<file path="config.mk">
export PLATFORM = sky130hd
export DESIGN_NAME = vec_centered_lift_flat
export DESIGN_NICKNAME = d
export VERILOG_FILES = /design/src/rtl/vec_centered_lift_pkg.sv /design/src/rtl/vec_centered_lift_if.sv /design/src/rtl/vec_centered_lift_lane.sv /design/src/rtl/vec_centered_lift.sv /design/src/flat_wrapper.sv
export SDC_FILE = /design/constraint.sdc
export NUM_CORES = 1
export LEC_CHECK = 0
export ABC_AREA = 1
export BUFFER_PORTS_ARGS = -buffer_cell sky130_fd_sc_hd__buf_4
export CAP_MARGIN = 20
export CORE_ASPECT_RATIO = 0.7
export CORE_MARGIN = 10
export CORE_UTILIZATION = 38
export CTS_CLUSTER_DIAMETER = 150
export CTS_CLUSTER_SIZE = 24
export DETAILED_ROUTE_END_ITERATION = 8
export GPL_TIMING_DRIVEN = 0
export PLACE_DENSITY = 0.66
export SETUP_SLACK_MARGIN = 0.2
export SLEW_MARGIN = 40
export SYNTH_ARGS = -nofsm -noshare
export SYNTH_HDL_FRONTEND = slang
export SYNTH_SLANG_ARGS = --single-unit
</file>
<file path="constraint.sdc">
create_clock -name clk -period 3.3 [get_ports clk]
set_input_delay 0.495 -clock clk [delete_from_list [all_inputs] [get_ports clk]]
set_output_delay 0.495 -clock clk [all_outputs]
set_load 0.03 [all_outputs]
</file>
<file path="src/rtl/vec_centered_lift_pkg.sv">
// Shared types and constants for the residue datapath and the centered lift.
//   word_t      : one residue word, nominally in [0, Q)
//   vec_t       : N_SLOTS_L residue words
//   wide_word_t : one signed output slot, WW_BITS_L wide
//   wide_vec_t  : N_SLOTS_L signed output slots
package vec_centered_lift_pkg;

    localparam int N_SLOTS_L    = 16;
    localparam int W_BITS_L     = 12;
    localparam int WW_BITS_L    = 2 * W_BITS_L;
    localparam int Q_MOD_L      = 3329;
    localparam int LIFT_LANES_L = 4;
    localparam int Q_HALF_L     = (Q_MOD_L - 1) / 2;

    typedef logic [W_BITS_L-1:0]         word_t;
    typedef word_t [N_SLOTS_L-1:0]       vec_t;
    typedef logic signed [WW_BITS_L-1:0] wide_word_t;
    typedef wide_word_t [N_SLOTS_L-1:0]  wide_vec_t;

    localparam word_t Q_WORD    = word_t'(Q_MOD_L);
    localparam word_t HALF_WORD = word_t'(Q_HALF_L);

    typedef enum logic [1:0] {
        IDLE = 2'd0,
        BUSY = 2'd1,
        DONE = 2'd2
    } lift_state_e;

endpackage

</file>
<file path="src/rtl/vec_centered_lift_if.sv">
// Handshake bundle for vec_centered_lift.
//   in_valid/in_ready/in_vec       : residue vector from the producer
//   out_valid/out_ready/out_vec    : signed centered vector to the consumer
//   range_err                      : a slot of the presented vector was >= Q
// slave  : the lift block
// master : the surrounding datapath (producer and consumer side)
interface vec_centered_lift_if;
    import vec_centered_lift_pkg::*;

    logic      in_valid;
    logic      in_ready;
    vec_t      in_vec;
    logic      out_valid;
    logic      out_ready;
    wide_vec_t out_vec;
    logic      range_err;

    modport slave (
        input  in_valid,
        input  in_vec,
        input  out_ready,
        output in_ready,
        output out_valid,
        output out_vec,
        output range_err
    );

    modport master (
        output in_valid,
        output in_vec,
        output out_ready,
        input  in_ready,
        input  out_valid,
        input  out_vec,
        input  range_err
    );

endinterface

</file>
<file path="src/rtl/vec_centered_lift_lane.sv">
// Combinational centered lift of a single residue word.
//   x   : residue word
//   y   : signed representative, x when x <= HALF, otherwise x - Q
//   oor : x >= Q (still lifted by the same rule, just flagged)
module centered_lift_lane
    import vec_centered_lift_pkg::*;
(
    input  word_t      x,
    output wide_word_t y,
    output logic       oor
);

    logic [WW_BITS_L-1:0] x_ext;
    logic [WW_BITS_L-1:0] q_ext;

    // Both operands zero-extended so the wide subtraction yields the
    // correct two's-complement result for any x, including x >= Q.
    assign x_ext = {{(WW_BITS_L-W_BITS_L){1'b0}}, x};
    assign q_ext = WW_BITS_L'(Q_MOD_L);

    assign oor = (x >= Q_WORD);
    assign y   = (x <= HALF_WORD) ? wide_word_t'(x_ext) : wide_word_t'(x_ext - q_ext);

endmodule

</file>
<file path="src/rtl/vec_centered_lift.sv">
// Centered lift of a residue vector into signed coefficients, LANES slots
// per cycle.
//   clk, rst_n : clock, asynchronous active-low reset
//   bus        : slave side of vec_centered_lift_if (in/out handshakes,
//                residue input vector, signed output vector, range_err)
//
// state | meaning
// IDLE  | waiting for a vector, in_ready=1
// BUSY  | lifting group grp_cnt into the output buffer
// DONE  | output vector presented, waiting for out_ready
module vec_centered_lift
    import vec_centered_lift_pkg::*;
#(
    parameter int LANES = LIFT_LANES_L
) (
    input  logic          clk,
    input  logic          rst_n,
    vec_centered_lift_if.slave bus
);

    localparam int GROUPS = N_SLOTS_L / LANES;
    localparam int GW     = (GROUPS > 1) ? $clog2(GROUPS) : 1;
    localparam int IW     = (N_SLOTS_L > 1) ? $clog2(N_SLOTS_L) : 1;
    localparam logic [GW-1:0] LAST_GRP = GW'(GROUPS - 1);

    if (N_SLOTS_L % LANES != 0) begin : g_bad_lanes
        $error("vec_centered_lift: N_SLOTS_L must be a multiple of LANES");
    end
    if (WW_BITS_L <= W_BITS_L + 1) begin : g_bad_width
        $error("vec_centered_lift: WW_BITS_L must exceed W_BITS_L + 1");
    end

    lift_state_e       state;
    logic [GW-1:0]     grp_cnt;
    vec_t              in_buf;
    wide_vec_t         out_vec_r;
    logic              out_valid_r;
    logic              range_err_r;

    logic [IW-1:0]     base;
    word_t [LANES-1:0] grp_words;
    wide_word_t        lane_y   [LANES];
    logic [LANES-1:0]  lane_oor;

    assign base      = IW'(grp_cnt) * IW'(LANES);
    assign grp_words = in_buf[base +: LANES];

    for (genvar l = 0; l < LANES; l++) begin : g_lane
        centered_lift_lane u_lane (
            .x   (grp_words[l]),
            .y   (lane_y[l]),
            .oor (lane_oor[l])
        );
    end

    always_ff @(posedge clk or negedge rst_n) begin
        if (!rst_n) begin
            state       <= IDLE;
            grp_cnt     <= '0;
            in_buf      <= '0;
            out_vec_r   <= '0;
            out_valid_r <= 1'b0;
            range_err_r <= 1'b0;
        end else begin
            case (state)
                IDLE: begin
                    if (bus.in_valid) begin
                        in_buf      <= bus.in_vec;
                        range_err_r <= 1'b0;
                        grp_cnt     <= '0;
                        state       <= BUSY;
                    end
                end
                BUSY: begin
                    for (int l = 0; l < LANES; l++) begin
                        out_vec_r[base + IW'(l)] <= lane_y[l];
                    end
                    range_err_r <= range_err_r | (|lane_oor);
                    if (grp_cnt == LAST_GRP) begin
                        grp_cnt     <= '0;
                        out_valid_r <= 1'b1;
                        state       <= DONE;
                    end else begin
                        grp_cnt <= grp_cnt + GW'(1);
                    end
                end
                DONE: begin
                    if (bus.out_ready) begin
                        out_valid_r <= 1'b0;
                        state       <= IDLE;
                    end
                end
                default: begin
                    state <= IDLE;
                end
            endcase
        end
    end

    assign bus.in_ready  = (state == IDLE);
    assign bus.out_valid = out_valid_r;
    assign bus.out_vec   = out_vec_r;
    assign bus.range_err = range_err_r;

endmodule
</file>
<file path="src/flat_wrapper.sv">
// flat-port wrapper written by rule: the top's interface ports become plain ports
module vec_centered_lift_flat import vec_centered_lift_pkg::*;
#(
    parameter int LANES = LIFT_LANES_L
)
  (clk, rst_n, bus_in_valid, bus_in_vec, bus_out_ready, bus_in_ready, bus_out_valid, bus_out_vec, bus_range_err);
  vec_centered_lift_if bus_i ();
  input  logic clk;
  input  logic rst_n;
  input wire logic [$bits(bus_i.in_valid)-1:0] bus_in_valid;
  input wire logic [$bits(bus_i.in_vec)-1:0] bus_in_vec;
  input wire logic [$bits(bus_i.out_ready)-1:0] bus_out_ready;
  output wire logic [$bits(bus_i.in_ready)-1:0] bus_in_ready;
  output wire logic [$bits(bus_i.out_valid)-1:0] bus_out_valid;
  output wire logic [$bits(bus_i.out_vec)-1:0] bus_out_vec;
  output wire logic [$bits(bus_i.range_err)-1:0] bus_range_err;
  assign bus_i.in_valid = bus_in_valid;
  assign bus_i.in_vec = bus_in_vec;
  assign bus_i.out_ready = bus_out_ready;
  assign bus_in_ready = bus_i.in_ready;
  assign bus_out_valid = bus_i.out_valid;
  assign bus_out_vec = bus_i.out_vec;
  assign bus_range_err = bus_i.range_err;
  vec_centered_lift #(.LANES(LANES)) u_core (.clk(clk), .rst_n(rst_n), .bus(bus_i));
endmodule
</file>
---- Word level (Yosys, flattened, before mapping) ----
Cells that the tools add are included.
storage, ports and cells
  register bits after elaboration ......... 582
  input port bits ......................... 196
  output and inout bits ................... 387
  logic and storage cells ................. 119
cells by class
  add/sub/neg operators ................... 8
  order comparisons ....................... 16
  equality and inequality tests ........... 6
  shift operators ......................... 12
  mux-type cells .......................... 28
  bitwise gates (word level) .............. 1
  reductions and logical operators ........ 12
operators by type and width
  operator                count
  $bwmux 384              4
  $demux 24 s4            3
  $mux 24                 8
  $shiftx 16x5->4         12
  $sub 12x12->13 const B  4
  $demux 24 s2            1
  $ge 12x12->1 const B    4
  $le 12x11->1 const B    4
  $lt 4x5->1 const B      4
  $ge 4x1->1 const B      4
  $mux 2                  5
  $add 4x2->4 const B     2
  $pmux 2 s3              1
  $reduce_and 3->1        2
  $add 4x1->4 const B     1
  $eq 2x2->1 const B      2
  $logic_and 1x1->1       4
  $ne 2x2->1 const B      2
  $pmux 1 s2              2
  $pmux 2 s2              1
  $reduce_and 2->1        2
  $reduce_bool 2->1       2
  $reduce_or 4->1         1
  $mux 1                  3
  other kinds (5)         5

---- Longest topological paths before layout ----
  depth in word-level cells ............... 8
  mapped depth ............................ 20
  mapped depth without buffers ............ 16

---- By module ----
A second synthesis with hierarchy kept.
unflattened totals
  cell total of the unflattened synthesis .. 3366
  area, all modules ....................... 26490.4 sq um
modules (own cells, without submodules)
  module              times used  cells each  area each (sq um)  sequential area each (sq um)
  vec_centered_lift   1           2922        23973.0            14564.0
  centered_lift_lane  4           111         629.4              0.0

---- Least setup slack after synthesis ----
Ideal clock, no wire load.
  path type ............................... flip-flop to flip-flop
  from .................................... reg u_core.grp_cnt[0]
  to ...................................... reg u_core.out_vec_r (netlist bit u_core.bus.out_vec[169])
  library setup time ...................... 117 ps
  arrival ................................. 2237 ps
  required time ........................... 3183 ps
  slack ................................... 945 ps
  stages on the path, launching flop included .. 19
  buffers on the path ..................... 5
  clock period less this slack ............ 2355 ps
  path through ............................ dfrtp_1 > buf_6 > inv_6 > buf_6 > buf_6 > buf_6 > nand2_1 > o211ai_2 > nand2_2 > inv_1 > ha_1 > inv_1 > nor2_2 > nand3_4 > nand2_2 > buf_6 > o21ai_2 > o21ai_1 > inv_1
between the ends
  cells in the longest elaborated chain, start to end .. 8
  elaborated cells on any way between the ends .. 46
  classes of those cells .................. 7 x add/sub; 10 x order compare; 12 x shift; 14 x mux; 3 x reduce/logical
ends and longest elaborated chain
  what                                                                    RTL line                 source
  start, declared                                                         vec_centered_lift.sv:34  logic [GW-1:0] grp_cnt;
  start signal, assigned                                                  vec_centered_lift.sv:84  grp_cnt <= grp_cnt + GW'(1);
  parallel branches: the longest is 7 deep, another holds $sub 12x12->13  --
  $bwmux 384 *                                                            vec_centered_lift.sv:76  out_vec_r[base + IW'(l)] <= lane_y[l];
  end signal, assigned by index                                           vec_centered_lift.sv:76
  end, declared                                                           vec_centered_lift.sv:36  wide_vec_t out_vec_r;
Every way passes the cells marked *.
A chain may end at the register's enable or synchronous reset.

---- Final worst setup path ----
  from .................................... reg u_core.state[1]
  to ...................................... reg u_core.in_buf[188] (netlist name)
between the ends
  cells in the longest elaborated chain, start to end .. 2
ends and longest elaborated chain
  what                        RTL line                 source
  start, declared             vec_centered_lift.sv:33  lift_state_e state;
  start signal, assigned      vec_centered_lift.sv:58  state <= IDLE;
  start signal, assigned      vec_centered_lift.sv:71  state <= BUSY;
  start signal, assigned      vec_centered_lift.sv:82  state <= DONE;
  $logic_not 2->1             vec_centered_lift.sv:65  case (state)
  $reduce_and 2->1 (no line)  --
  end signal, assigned        vec_centered_lift.sv:68  in_buf <= bus.in_vec;
  end, declared               vec_centered_lift.sv:35  vec_t in_buf;
Every way passes these cells.

==> out/metrics.yaml <==
floorplanning:
  pin_count: 583
  die_x_um: 296.4
  core_area_um2: 52550
  start_util_pct: 38.66
  dieArea_um2: 63260
  num_rows: 70
  die_h_um: 213.5
setup_path:
  start_kind: "register"
  r2r_end: "u_core.in_buf[188]"
  worstSetupEndpointType: "register"
  timing.rr.start: "u_core.state[1]"
  worst-r2r-setup-slack_ps: 310
  crit_required_ps: 3810
  crit_fanout: 10
  arrival_ps: 3500
  path_class: "reg -> reg"
  ff2ff_path_depth: 7
global_routing:
  track_usage_pct: 24.78
  grt_pass1_wl_um: 118500
  antenna_found_initial: 4
  overflow: 0
  first_global_vias: 18170
  grt_start_max_net_pins: 73
clock_network:
  cts_tree: "yes"
  h-tree-depth: 1
  cts_sinks: 406
  clk_pin_slew_ps: 110
  ctsLongestPathBuffers: 3
  cts-root-buf: "clkbuf_16"
  clk_latency_ps: 570
  cts_buffers: 20
layout:
  final_nets: 3453
  area.growth.synth_to_final_pct: 29.98
  most-common-layout-cells: "1310 x nand2_1, 764 x buf_4, 406 x dfrtp_1"
  fill_cells: 5223
  final_util_pct: 50.25
  final_common_cell: "nand2_1"
  drive_above_1_share_pct: 29.75
yosys:
  ys_types: 39
  synth-main-ff-cell: "dfrtp_1"
  avgSynthCellArea_um2: 7.719
  syn_nets: 2841
  synth-edff-count: 0
  ys_async_sr_fraction_pct: 100.0
  synth-seq-cells: 406
  netlist_instances: 2632
  yosysSeqAreaShare_pct: 50.01
  netlist.area_leader.share_pct: 50.01
  yosys.area.top_type: "dfrtp_1"
  syn_area_um2: 20320
  synthTopCellsByArea: "dfrtp_1 50%, nand2_1 25%, buf_4 6.7%"
  yosys_warnings: 0
placed_design:
  io_buffer_count: 582
  place_hpwl_um: 65220
  gp_congestion: 0.9034
  preCtsSetupSlack_ps: -183.6
timing:
  slew_viol_final: 0
  period_share_pct: 90.72
  holdWs_ps: 109.1
  rsz0062_at_grt: "true"
  finalCriticalPeriod_ps: 2994
  fin_setup_tns_ps: 0
  timing.slew.headroom_pct: 41.07
  setup_ws_ps: 306.1
  tightest_slew_ps: 884.0
  skew_ps: 19.18
  clock.fmax_mhz: 334.0
  finalSetupViolations: 0
  hold_violations: 0
routing:
  routed_wl_um: 81640
  firstDrtPassIters: 7
  drtIter0Drc: 1778
  ant_nets: 0
  drc: 0
  vias: 19070
  avgViaCountPerCell: 4.852
  wl_per_cell_um: 20.77
min_path:
  min_path_type: "in -> reg"
  hold_end: "u_core.in_buf[83]"
  min-delay-start: "bus_in_vec[83]"
  whs_path_depth: 3
run_status:
  status: "completed"
job:
  drv_cap: 0
==> cell families after synthesis <==
logic type | count (synthesis) | share of synthesized area (%)
simple gates | 1672 | 33.53
compound gates | 120 | 3.239
xor+xnor | 16 | 0.6898
buf+inv | 405 | 11.73
flops | 406 | 50.01
fa+ha+maj | 13 | 0.8006
==> through the flow <==
stage               instances  cell area [µm²]
finish                   3930            26410
global route             3928            26400
CTS                      3927            26290
detailed placement       3904            25720
global placement         3898            25540
floorplan                2632            20320
==> sequential cells by signal (all words and copies together), names as in the netlist <==
signal	cells
u_core.state	2
u_core.bus.out_vec	208
u_core.bus.range_err	1
u_core.in_buf	192
u_core.grp_cnt	2
u_core.bus.out_valid	1
==> final cells by class <==
| cell class | instances | area [µm²] | share of cell area [%] |
|---|---|---|---|
| plain buffers | 294 | 1986 | 7.519 |
| clock buffers | 22 | 539.3 | 2.042 |
| diodes | 2 | 5.005 | 0.01895 |
| well taps | 684 | 855.8 | 3.241 |
| flip-flops and latches | 406 | 10160 | 38.47 |
| multi-input cells | 1821 | 7875 | 29.82 |
| inverters | 111 | 427.9 | 1.620 |
| repair buffers | 590 | 4559 | 17.27 |
==> synth_stat cells, types with 2 or more instances <==
master	n
inv_1	92
buf_2	21
buf_6	19
a21oi_1	8
nand3_2	7
inv_4	2
clkbuf_1	62
xor2_1	14
o211ai_2	2
buf_1	10
nor2_4	2
o21bai_1	4
buf_4	182
o21ai_0	39
o21ai_2	5
inv_2	15
o21ai_1	57
nand4_1	10
o21a_1	4
nor2_2	6
xnor2_1	2
nand2_1	1328
ha_1	13
nor3_1	3
nand3b_1	2
nand2_2	23
nor2_1	48
nand3_1	213
dfrtp_1	406
or2_2	24
==> per-layer routing <==
metal	part of all wire, %	routed length [µm]	up-vias	track usage [%]
li1	-	-	9186	-
met1	42	34470	9060	32.88
met2	46	37760	730	40.24
met3	9.1	7403	90	6.406
met4	2.4	1991	4	5.632
met5	0.026	21	-	0
==> worst max path at each step <==
stage                     cells past startpoint  slack, ps                 endpoint         startpoint
final                                         7        310       u_core.in_buf[188]    u_core.state[1]
after CTS                                    16        200   u_core.bus.out_vec[49]  u_core.grp_cnt[1]
after floorplan                              18        950  u_core.bus.out_vec[169]  u_core.grp_cnt[0]
after detailed placement                     11       -180  u_core.bus.out_vec[128]  u_core.grp_cnt[1]
after global routing                         11        180  u_core.bus.out_vec[128]  u_core.grp_cnt[1]
after global placement                        1      -2480       u_core.in_buf[160]              rst_n
==> worst max-delay path: stages (launching register included) <==
cell and delay, ps:
dfrtp_1 450, nor2_1 530, nand2_1 480, inv_2 340
clkbuf_2 340, clkbuf_1 450, nand2_1 220, nand2_1 110
==> timing repair <==
action                                  CTS  global route
buffers inserted                          0             1
endpoints found under the setup margin   79           244
cloned                                    0             0
hold buffers                              1             0
hold endpoints to repair                 39             0
gates resized for setup                   9            41
Power is left out: the tool's default activity adds up to more than one toggle a clock period on the data nets, which glitch-free logic cannot reach.
